**config.mk**
```make
export PLATFORM = sky130hd
export DESIGN_NAME = fip_sqrt_iter
export DESIGN_NICKNAME = d
export VERILOG_FILES = /design/src/rtl/fip_sqrt_iter.sv
export SDC_FILE = /design/constraint.sdc
export NUM_CORES = 1
export LEC_CHECK = 0
export ABC_CLOCK_PERIOD_IN_PS = 9600
export BUFFER_PORTS_ARGS = -buffer_cell sky130_fd_sc_hd__buf_4
export CELL_PAD_IN_SITES_DETAIL_PLACEMENT = 0
export CELL_PAD_IN_SITES_GLOBAL_PLACEMENT = 1
export CORE_AREA = 2 2 96 135
export CTS_BUF_LIST = sky130_fd_sc_hd__clkbuf_2
export CTS_CLUSTER_DIAMETER = 120
export CTS_CLUSTER_SIZE = 14
export DETAILED_ROUTE_END_ITERATION = 10
export DIE_AREA = 0 0 98 137
export PLACE_DENSITY_LB_ADDON = 0.12
export SLEW_MARGIN = 20
export SYNTH_ARGS = -nofsm -noshare
export SYNTH_HDL_FRONTEND = slang
export SYNTH_SLANG_ARGS = --single-unit
```
**constraint.sdc**
```tcl
create_clock -name i_clk -period 9.6 [get_ports i_clk]
set_input_delay 1.92 -clock i_clk [delete_from_list [all_inputs] [get_ports i_clk]]
set_output_delay 1.92 -clock i_clk [all_outputs]
set_load 0.02 [all_outputs]
```
**src/rtl/fip_sqrt_iter.sv**
```systemverilog
// fip_sqrt_iter: restoring fixed-point square root producing one root bit per cycle.
// Define FIP_SQRT_ROUND_EN to round the result to nearest instead of truncating.
module fip_sqrt_iter #(
  parameter int unsigned WIDTH    = 32,
  parameter int unsigned FRA_BITS = 16
) (
  input  logic             i_clk,
  input  logic             i_rst,
  input  logic             i_valid,
  output logic             o_ready,
  input  logic [WIDTH-1:0] i_rad,
  output logic             o_valid,
  input  logic             i_ready,
  output logic [WIDTH-1:0] o_root,
  output logic             o_neg
);

  localparam int unsigned NW = WIDTH + FRA_BITS;
  localparam int unsigned R  = NW / 2;
  localparam int unsigned RW = R + 2;
  localparam int unsigned CW = (R > 2) ? $clog2(R) : 1;

  if ((NW % 2) != 0) begin : g_bad_parity
    $error("fip_sqrt_iter: WIDTH+FRA_BITS must be even");
  end
  if (FRA_BITS >= WIDTH) begin : g_bad_fra
    $error("fip_sqrt_iter: FRA_BITS must be smaller than WIDTH");
  end
  if (WIDTH < 4) begin : g_bad_width
    $error("fip_sqrt_iter: WIDTH must be at least 4");
  end

  typedef enum logic [1:0] {
    IDLE = 2'd0,
    RUN  = 2'd1,
    DONE = 2'd2
  } state_t;

  state_t          state_q, state_d;
  logic [NW-1:0]   n_q, n_d;
  logic [RW-1:0]   r_q, r_d;
  logic [R-1:0]    q_q, q_d;
  logic [CW-1:0]   cnt_q, cnt_d;
  logic            ready_d, valid_d, neg_d;
  logic [WIDTH-1:0] root_d;

  logic [RW-1:0]   r_sh, trial, r_new;
  logic [R-1:0]    q_new;
  logic            ge;
  logic [WIDTH-1:0] res;

  // One restoring step: bring in the next two radicand bits and try to subtract.
  // r never exceeds 2q, so the two bits shifted out of r are always zero.
  always_comb begin
    r_sh  = RW'({r_q, n_q[NW-1 -: 2]});
    trial = {q_q, 2'b01};
    ge    = (r_sh >= trial);
    r_new = ge ? (r_sh - trial) : r_sh;
    q_new = {q_q[R-2:0], ge};
  end

`ifdef FIP_SQRT_ROUND_EN
  // Round to nearest: the true root exceeds q+0.5 exactly when remainder > q.
  logic [R:0] res_rnd;
  always_comb res_rnd = (R+1)'(q_new) + (R+1)'(r_new > RW'(q_new));
  assign res = WIDTH'(res_rnd);
`else
  assign res = WIDTH'(q_new);
`endif

  // Next-state and next-output logic.
  always_comb begin
    state_d = state_q;
    n_d     = n_q;
    r_d     = r_q;
    q_d     = q_q;
    cnt_d   = cnt_q;
    root_d  = o_root;
    neg_d   = o_neg;
    case (state_q)
      IDLE: begin
        if (i_valid && o_ready) begin
          n_d   = NW'(i_rad) << FRA_BITS;
          r_d   = '0;
          q_d   = '0;
          cnt_d = CW'(R - 1);
          if (i_rad[WIDTH-1]) begin
            state_d = DONE;
            neg_d   = 1'b1;
            root_d  = '0;
          end else begin
            state_d = RUN;
            neg_d   = 1'b0;
          end
        end
      end
      RUN: begin
        n_d   = n_q << 2;
        r_d   = r_new;
        q_d   = q_new;
        cnt_d = cnt_q - CW'(1);
        if (cnt_q == '0) begin
          state_d = DONE;
          root_d  = res;
        end
      end
      DONE: begin
        if (i_ready) state_d = IDLE;
      end
      default: state_d = IDLE;
    endcase
    ready_d = (state_d == IDLE);
    valid_d = (state_d == DONE);
  end

  // State, datapath and output registers.
  always_ff @(posedge i_clk or posedge i_rst) begin
    if (i_rst) begin
      state_q <= IDLE;
      n_q     <= '0;
      r_q     <= '0;
      q_q     <= '0;
      cnt_q   <= '0;
      o_ready <= 1'b1;
      o_valid <= 1'b0;
      o_root  <= '0;
      o_neg   <= 1'b0;
    end else begin
      state_q <= state_d;
      n_q     <= n_d;
      r_q     <= r_d;
      q_q     <= q_d;
      cnt_q   <= cnt_d;
      o_ready <= ready_d;
      o_valid <= valid_d;
      o_root  <= root_d;
      o_neg   <= neg_d;
    end
  end

endmodule

```
* After elaboration in Yosys (flattened, before gate mapping)
Index checks and enable logic that the tools add are counted.
Word-level totals: bits of input ports 36, output and inout bits 35, word-level logic and storage cells 45, register bits after elaboration 138
Cells by class: eq/ne operators 6, mux-type cells 19, reductions and logical operators 8, $lt $le $gt $ge 1, add/sub/neg operators 2
Operators with widths (count):
- $mux 32 | 3
- $pmux 24 s2 | 2
- $pmux 48 s2 | 1
- $mux 24 | 3
- $pmux 32 s2 | 1
- $mux 48 | 1
- $ge 26x26->1 | 1
- $sub 24x24->24 | 1
- $pmux 5 s2 | 1
- $mux 2 | 4
- $ne 2x2->1 const B | 3
- $pmux 2 s3 | 1
- $logic_not 5->1 | 1
- $mux 5 | 1
- $sub 5x1->5 const B | 1
- $eq 2x2->1 const B | 2
- $logic_not 2->1 | 2
- $reduce_and 2->1 | 2
- $reduce_and 4->1 | 1
- $eq 2x1->1 const B | 1
- $reduce_bool 2->1 | 1
- $logic_and 1x1->1 | 1
- $mux 1 | 1

* Longest topological paths before layout
Gate-level depths: netlist of the first run.
depth after elaboration 4, gate-level depth with buffers 13, depth with buffers taken out 11

* Worst setup path after synthesis of the first run
Ideal clock, no wire load.
path kind input port to flip-flop, start input i_valid, end register n_q[43], stages on the path 7, required time 9.533 ns, setup time 0.067 ns, buffers on the path 3, arrival time 3.134 ns, path slack 6.399 ns, path through nand3b_1 -> clkbuf_1 -> and2_1 -> clkbuf_1 -> clkbuf_1 -> a22oi_1 -> nand2_1
On the way: cells in the longest elaborated chain, start to end 3
RTL lines:
- start, declared | line 9 | input logic i_valid,
- $logic_and 1x1->1 | line 82 | if (i_valid && o_ready) begin
- $ne 2x2->1 (no line)
- $reduce_and 2->1 (no line)
- end signal, assigned | line 130 | n_q <= n_d;
- end, declared | line 40 | logic [NW-1:0] n_q, n_d;
No other way between the ends. A chain may end at the register's enable or synchronous reset.

* Worst setup path in the final report of the first run
start input i_valid, end register cnt_q[4]
On the way: cells in the longest elaborated chain, start to end 3
RTL lines:
- $logic_and 1x1->1 | line 82
- $ne 2x2->1 (no line)
- $reduce_and 2->1 (no line)
- end signal, assigned | line 133 | cnt_q <= cnt_d;
- end, declared | line 43 | logic [CW-1:0] cnt_q, cnt_d;
No other way between the ends.

==> qor.yml, run 1 <==
synth:
  ys_types: 56
  syn_inst: 652
  synth-edff-count: 0
  synth-main-ff-cell: "dfrtp_1"
  yosys_warnings: 0
  async_flop_share: 1.00
  synth_seq_area_share: 0.476
  ys_ff_latch: 114
  synth_area_um2: 6000
  synth_area_per_cell_um2: 9.20
sta:
  setup_tns_ps: 0
  drv_slew: 0
  clock_skew_ps: 22.9
  worst_pin_slew_ps: 932
  post-route-period-util: 0.341
  hold-worst-slack_ps: 483
  rsz0062_at_grt: "no"
  hold_violations: 0
  setup_viol: 0
  max_freq_ghz: 0.306
  max-slew-margin-rel: 0.379
  period_needed_ps: 3270
clocking:
  insertion_delay_ps: 650
  cts_setup_buffers: 0
  tritoncts: "built"
  path_clk_slew_ps: 180
  cts_hold_buf: 0
  cts_made_buffers: 17
  cts-htree-levels: 4
  cts_sinks: 114
  post_cts_resized: 0
  clock-root-buffer: "clkbuf_2"
  clock_path_buffers: 2
global_route:
  grt_pass1_vias: 4816
  globalRouteOverflowTotal: 0
  grt_max_degree: 80
  antenna_found_initial: 1
  globalRouteTotalUtil: 0.214
  grt_pass1_wl_um: 22800
place:
  hpwl_um: 9560
  placed_area_um2: 6510
  dp.cells: 830
  place_congestion: 0.829
  place.port_buffers: 62
setup_path:
  crit_type: "in -> reg"
  cp-end-kind: "register"
  crit_fanout: 39
  reg2reg_slack_ps: 6390
  arrival_ps: 3820
  cp.required_ps: 10150
  start_kind: "primary input"
layout:
  drive_gt1_frac: 0.153
  nets: 764
  syn_to_final_growth_pct: 13.3
  final_cell_count_no_fill: 863
  fill_cells: 1186
  final_cell_mix: "dfrtp_1, nand2_1, o21ai_0, buf_4"
  fin_area_um2: 6800
  mostFrequentLayoutCell: "dfrtp_1"
floorplanning:
  dieArea_um2: 13400
  rows: 48
  dieHeight_um: 137
  die_x_um: 98
  pin_count: 71
  start_util: 0.492
  core_um2: 12200
pwr:
  max-vdd-ir-drop_mv: 0.190
  p_leak_uw: 0.00322
  p_per_area_nw_per_um2: 396
route:
  dr.pass1.iters: 4
  ant_nets: 0
  drt-total-wl_um: 13500
  routed_via_density: 5.50
  wl_per_cell_um: 15.7
  first_iter_violations: 169
  num_vias: 4744
  post-route-drc-count: 0
outcome:
  outcome: "finished clean"
flow_run:
  max-cap-violations: 0
hold_path:
  hold_class: "reg -> reg"
[layer usage]
layer | global-route usage | vias up | share of wire
met5 | 0 | - | 0
met4 | 0.0748 | 0 | 0.012
met3 | 0.0531 | 16 | 0.040
met2 | 0.380 | 101 | 0.53
met1 | 0.251 | 2287 | 0.42
li1 | - | 2340 | -
[where the power goes]
group / internal [uW] / switching (uW)
registers: 671 / 124
logic: 633 / 917
clock network: 166 / 182
[stage by stage]
stage,total power (uW),setup WS [ps],utilization
3_5_place_dp,2360,5550,0.534
5_1_grt,2940,6100,0.558
4_1_cts,2710,6270,0.555
3_3_place_gp,2320,5690,0.534
2_1_floorplan,2000,4670,-
6_report,2690,6330,0.558
[registers in the layout, summed over array words and instances (netlist names)]
name	cells
q_q	24
o_ready	1
n_q	32
state_q	2
cnt_q	5
o_neg	1
o_root	24
r_q	24
o_valid	1
[logic make-up (layout without fill, tap and decap cells)]
group / count (synthesis) / after routing / synth area share
and+or+nand+nor: 192 / 192 / 0.143
AOI/OAI and AO/OA: 186 / 186 / 0.185
DFF: 114 / 114 / 0.476
buffers and inverters: 83 / 136 / 0.0623
adders and majority gates: 28 / 28 / 0.0584
muxes: 25 / 25 / 0.0417
xor gates and xnor gates: 23 / 23 / 0.0336
other: 1 / 9 / 0.000625
[final timing paths]
check	start	to	cells after the start
min in group asynchronous	i_rst	n_q[26]	2
worst min-delay path	n_q[30]	n_q[32]	2
worst min register to register	n_q[30]	n_q[32]	2
max in group asynchronous	i_rst	r_q[19]	3
worst max-delay path	i_valid	cnt_q[4]	8
worst max register to register	r_q[7]	r_q[8]	11
[final cells by class]
class / instances / area, um^2 / area share
flip-flops and latches: 114 / 2850 / 0.420
multi-input cells: 462 / 2820 / 0.414
repair buffers: 69 / 542 / 0.0797
well taps: 150 / 188 / 0.0276
clock inverters: 13 / 168 / 0.0247
inverters: 36 / 138 / 0.0202
clock buffers: 18 / 90.1 / 0.0132
diodes: 1 / 2.50 / 0.000368
[critical path, stage by stage]
cell and delay (ps):
buf_4 110, nand3b_1 70, buf_4 440, nand2_1 670, nand2_1 320, nor3_1 90
xnor2_1 130, nand2_1 60
[cells in the mapped netlist, drive strengths merged, types with 7 or more instances]
master  number  share of area
dfrtp      113           0.47
xnor2       18          0.026
nor3         7         0.0067
ha          28          0.058
buf         19          0.022
nor2        25          0.016
a21oi       37          0.035
inv         36          0.023
a22oi       13          0.016
nand3       18          0.015
nand4        7         0.0073
nand2      112          0.070
clkbuf      28          0.018
mux2i       25          0.042
o21ai       97          0.082
Power figures use the tool's default switching activity.
==> run 2, diff against run 1 <==
- ABC_CLOCK_PERIOD_IN_PS: 9600 -> 3200
- CORE_AREA: 2 2 96 135 -> 2 2 100 141
- DIE_AREA: 0 0 98 137 -> 0 0 102 143
- clock period: 9.6 -> 3.2 ns (I/O delays scaled with it)
==> run 2 against run 1 <==
  * Global-route usage shrank 0.70 points
  * Worst setup slack lost 5900 ps
  * Largest power group unchanged
  * Wire length grew 2.3%
  * Power grew to 3.0 times the previous value
==> qor.yml, run 2 (synthesis gave the netlist of run 1 again) <==
layout:
  final_cell_count_no_fill: 898  # +4.1%
  syn_to_final_growth_pct: 13.8
  mostFrequentLayoutCell: "dfrtp_1"
  final_cell_mix: "dfrtp_1, nand2_1, o21ai_0, buf_4"
  nets: 768  # +0.52%
  fill_cells: 1305  # +10%
  drive_gt1_frac: 0.159  # +0.00635
  top_register: "n_q"
  largest_reg_flops: 32  # unchanged
sta:
  period_needed_ps: 2770
  worst_pin_slew_ps: 630  # -302 ps
  rsz0062_at_grt: "no"
  clock_skew_ps: 32.9  # +10.0 ps
  max-slew-margin-rel: 0.580  # +0.201
  setup_viol: 0  # unchanged
  setup_tns_ps: 0  # unchanged
  drv_slew: 0  # unchanged
  hold_violations: 0  # unchanged
  post-route-period-util: 0.866
  max_freq_ghz: 0.361
place:
  place_congestion: 0.868  # +4.7%
  dp.cells: 867  # +4.5%
  hpwl_um: 9730  # +1.7%
  place.port_buffers: 62  # unchanged
pwr:
  p_per_area_nw_per_um2: 1180  # +200%
  combPwrFrac: 0.584  # +0.009
  switching_power_uw: 3670  # +200%
  swShare: 0.457  # +0.00307
  p_leak_uw: 0.00321  # about the same
  max-vdd-ir-drop_mv: 0.406  # +110%
  intPower_uw: 4360  # +200%
  power.clock.fraction: 0.122  # -0.007
  p_seq_frac: 0.294  # about the same
setup_path:
  crit_fanout: 31  # -21%
  crit_type: "reg -> reg"
  r2r_start: "q_q[11]"
  cp-end-kind: "register"
  start_kind: "register"
  arrival_ps: 3350  # -470 ps
  cp.required_ps: 3780  # -6370 ps
  rr_endpoint: "r_q[23]"
  r2r_cells: 11  # unchanged
  reg2reg_slack_ps: 430  # -5960 ps
clocking:
  post_cts_resized: 0  # unchanged
  clock-root-buffer: "clkbuf_2"
  cts_hold_buf: 0  # unchanged
  tritoncts: "built"
  cts-htree-levels: 4  # unchanged
  cts_setup_buffers: 0  # unchanged
  cts_made_buffers: 17  # unchanged
  clock_path_buffers: 2  # unchanged
  cts_sinks: 114  # unchanged
  path_clk_slew_ps: 190  # about the same
  insertion_delay_ps: 680  # +30 ps
global_route:
  globalRouteOverflowTotal: 0  # unchanged
  antenna_found_initial: 1  # unchanged
  grt_pass1_vias: 4793  # -0.48%
  grt_pass1_wl_um: 23500  # +2.8%
  grt_max_degree: 115  # +44%
  globalRouteTotalUtil: 0.207  # -0.00702
route:
  dr.pass1.iters: 4  # unchanged
  drt-total-wl_um: 13900  # +2.3%
  routed_via_density: 5.20  # -5.4%
  wl_per_cell_um: 15.4  # -1.7%
  first_iter_violations: 154  # -8.9%
  post-route-drc-count: 0  # unchanged
  num_vias: 4670  # -1.6%
  ant_nets: 0  # unchanged
floorplanning:
  start_util: 0.452  # -0.0397
  die_x_um: 102  # +4.1%
  dieArea_um2: 14600  # +8.6%
  dieHeight_um: 143  # +4.4%
  core_um2: 13300  # +8.8%
  pin_count: 71  # unchanged
  rows: 50  # +4.2%
flow_run:
  max-cap-violations: 0  # unchanged
outcome:
  outcome: "finished clean"
hold_path:
  hold_class: "in -> async"
-- run 2: worst max-delay path by stage --
stage          slack, ps  cells past startpoint  startpoint       to
2_1_floorplan        800                     10      r_q[4]  r_q[21]
6_report             430                     11     q_q[11]  r_q[23]
3_5_place_dp         460                     10      r_q[7]  r_q[23]
4_1_cts              420                     11     q_q[11]  r_q[23]
5_1_grt              220                     11     q_q[11]  r_q[23]
3_3_place_gp         440                     10      r_q[4]  r_q[21]
-- run 2: per-stage QoR --
stage	area, um^2	total power [uW]	worst slack, ps	util	hold WS (ps)
global route	6830	8850	220	0.515	122
finish	6830	8030	429	0.515	117
detailed placement	6600	7150	464	0.498	457
CTS	6830	8140	421	0.515	115
floorplan	6030	6000	803	-	439
global placement	6600	7070	443	0.498	458
-- run 2: final cells by class --
cell class,instances,area (um^2),area share
antenna,1,2.50,0.000366
clock buffer,17,85.1,0.0125
clock inverter,13,145,0.0212
inverter,36,139,0.0203
multi-input combinational,462,2820,0.412
sequential,114,2850,0.418
tap,182,228,0.0333
timing repair buffer,73,561,0.0821
-- run 2: power by group through the flow --
stage | clock network (uW) | registers, uW | logic, uW
CTS | 1010 | 2370 | 4760
global route | 1070 | 2440 | 5340
floorplan | 0 | 2500 | 3500
finish | 979 | 2360 | 4690
global placement | 0 | 2390 | 4680
detailed placement | 0 | 2410 | 4740
-- run 2: metal layers --
metal | global-route usage | wire (um) | vias up
met2 | 0.370 | 7410 | 79
met1 | 0.240 | 5780 | 2239
li1 | - | - | 2334
met3 | 0.0421 | 435 | 18
met5 | 0 | 0 | -
met4 | 0.0744 | 230 | 0
-- run 2: critical path: stages, from the launching register on --
cell     delay (ps)
dfrtp_1         400
inv_1            60
ha_1            430
nand4_1         190
or3_4           420
o31a_1          310
o21ai_2          80
a21oi_4          70
buf_4           260
nor3_1          200
mux2i_1          90
a31oi_1         160
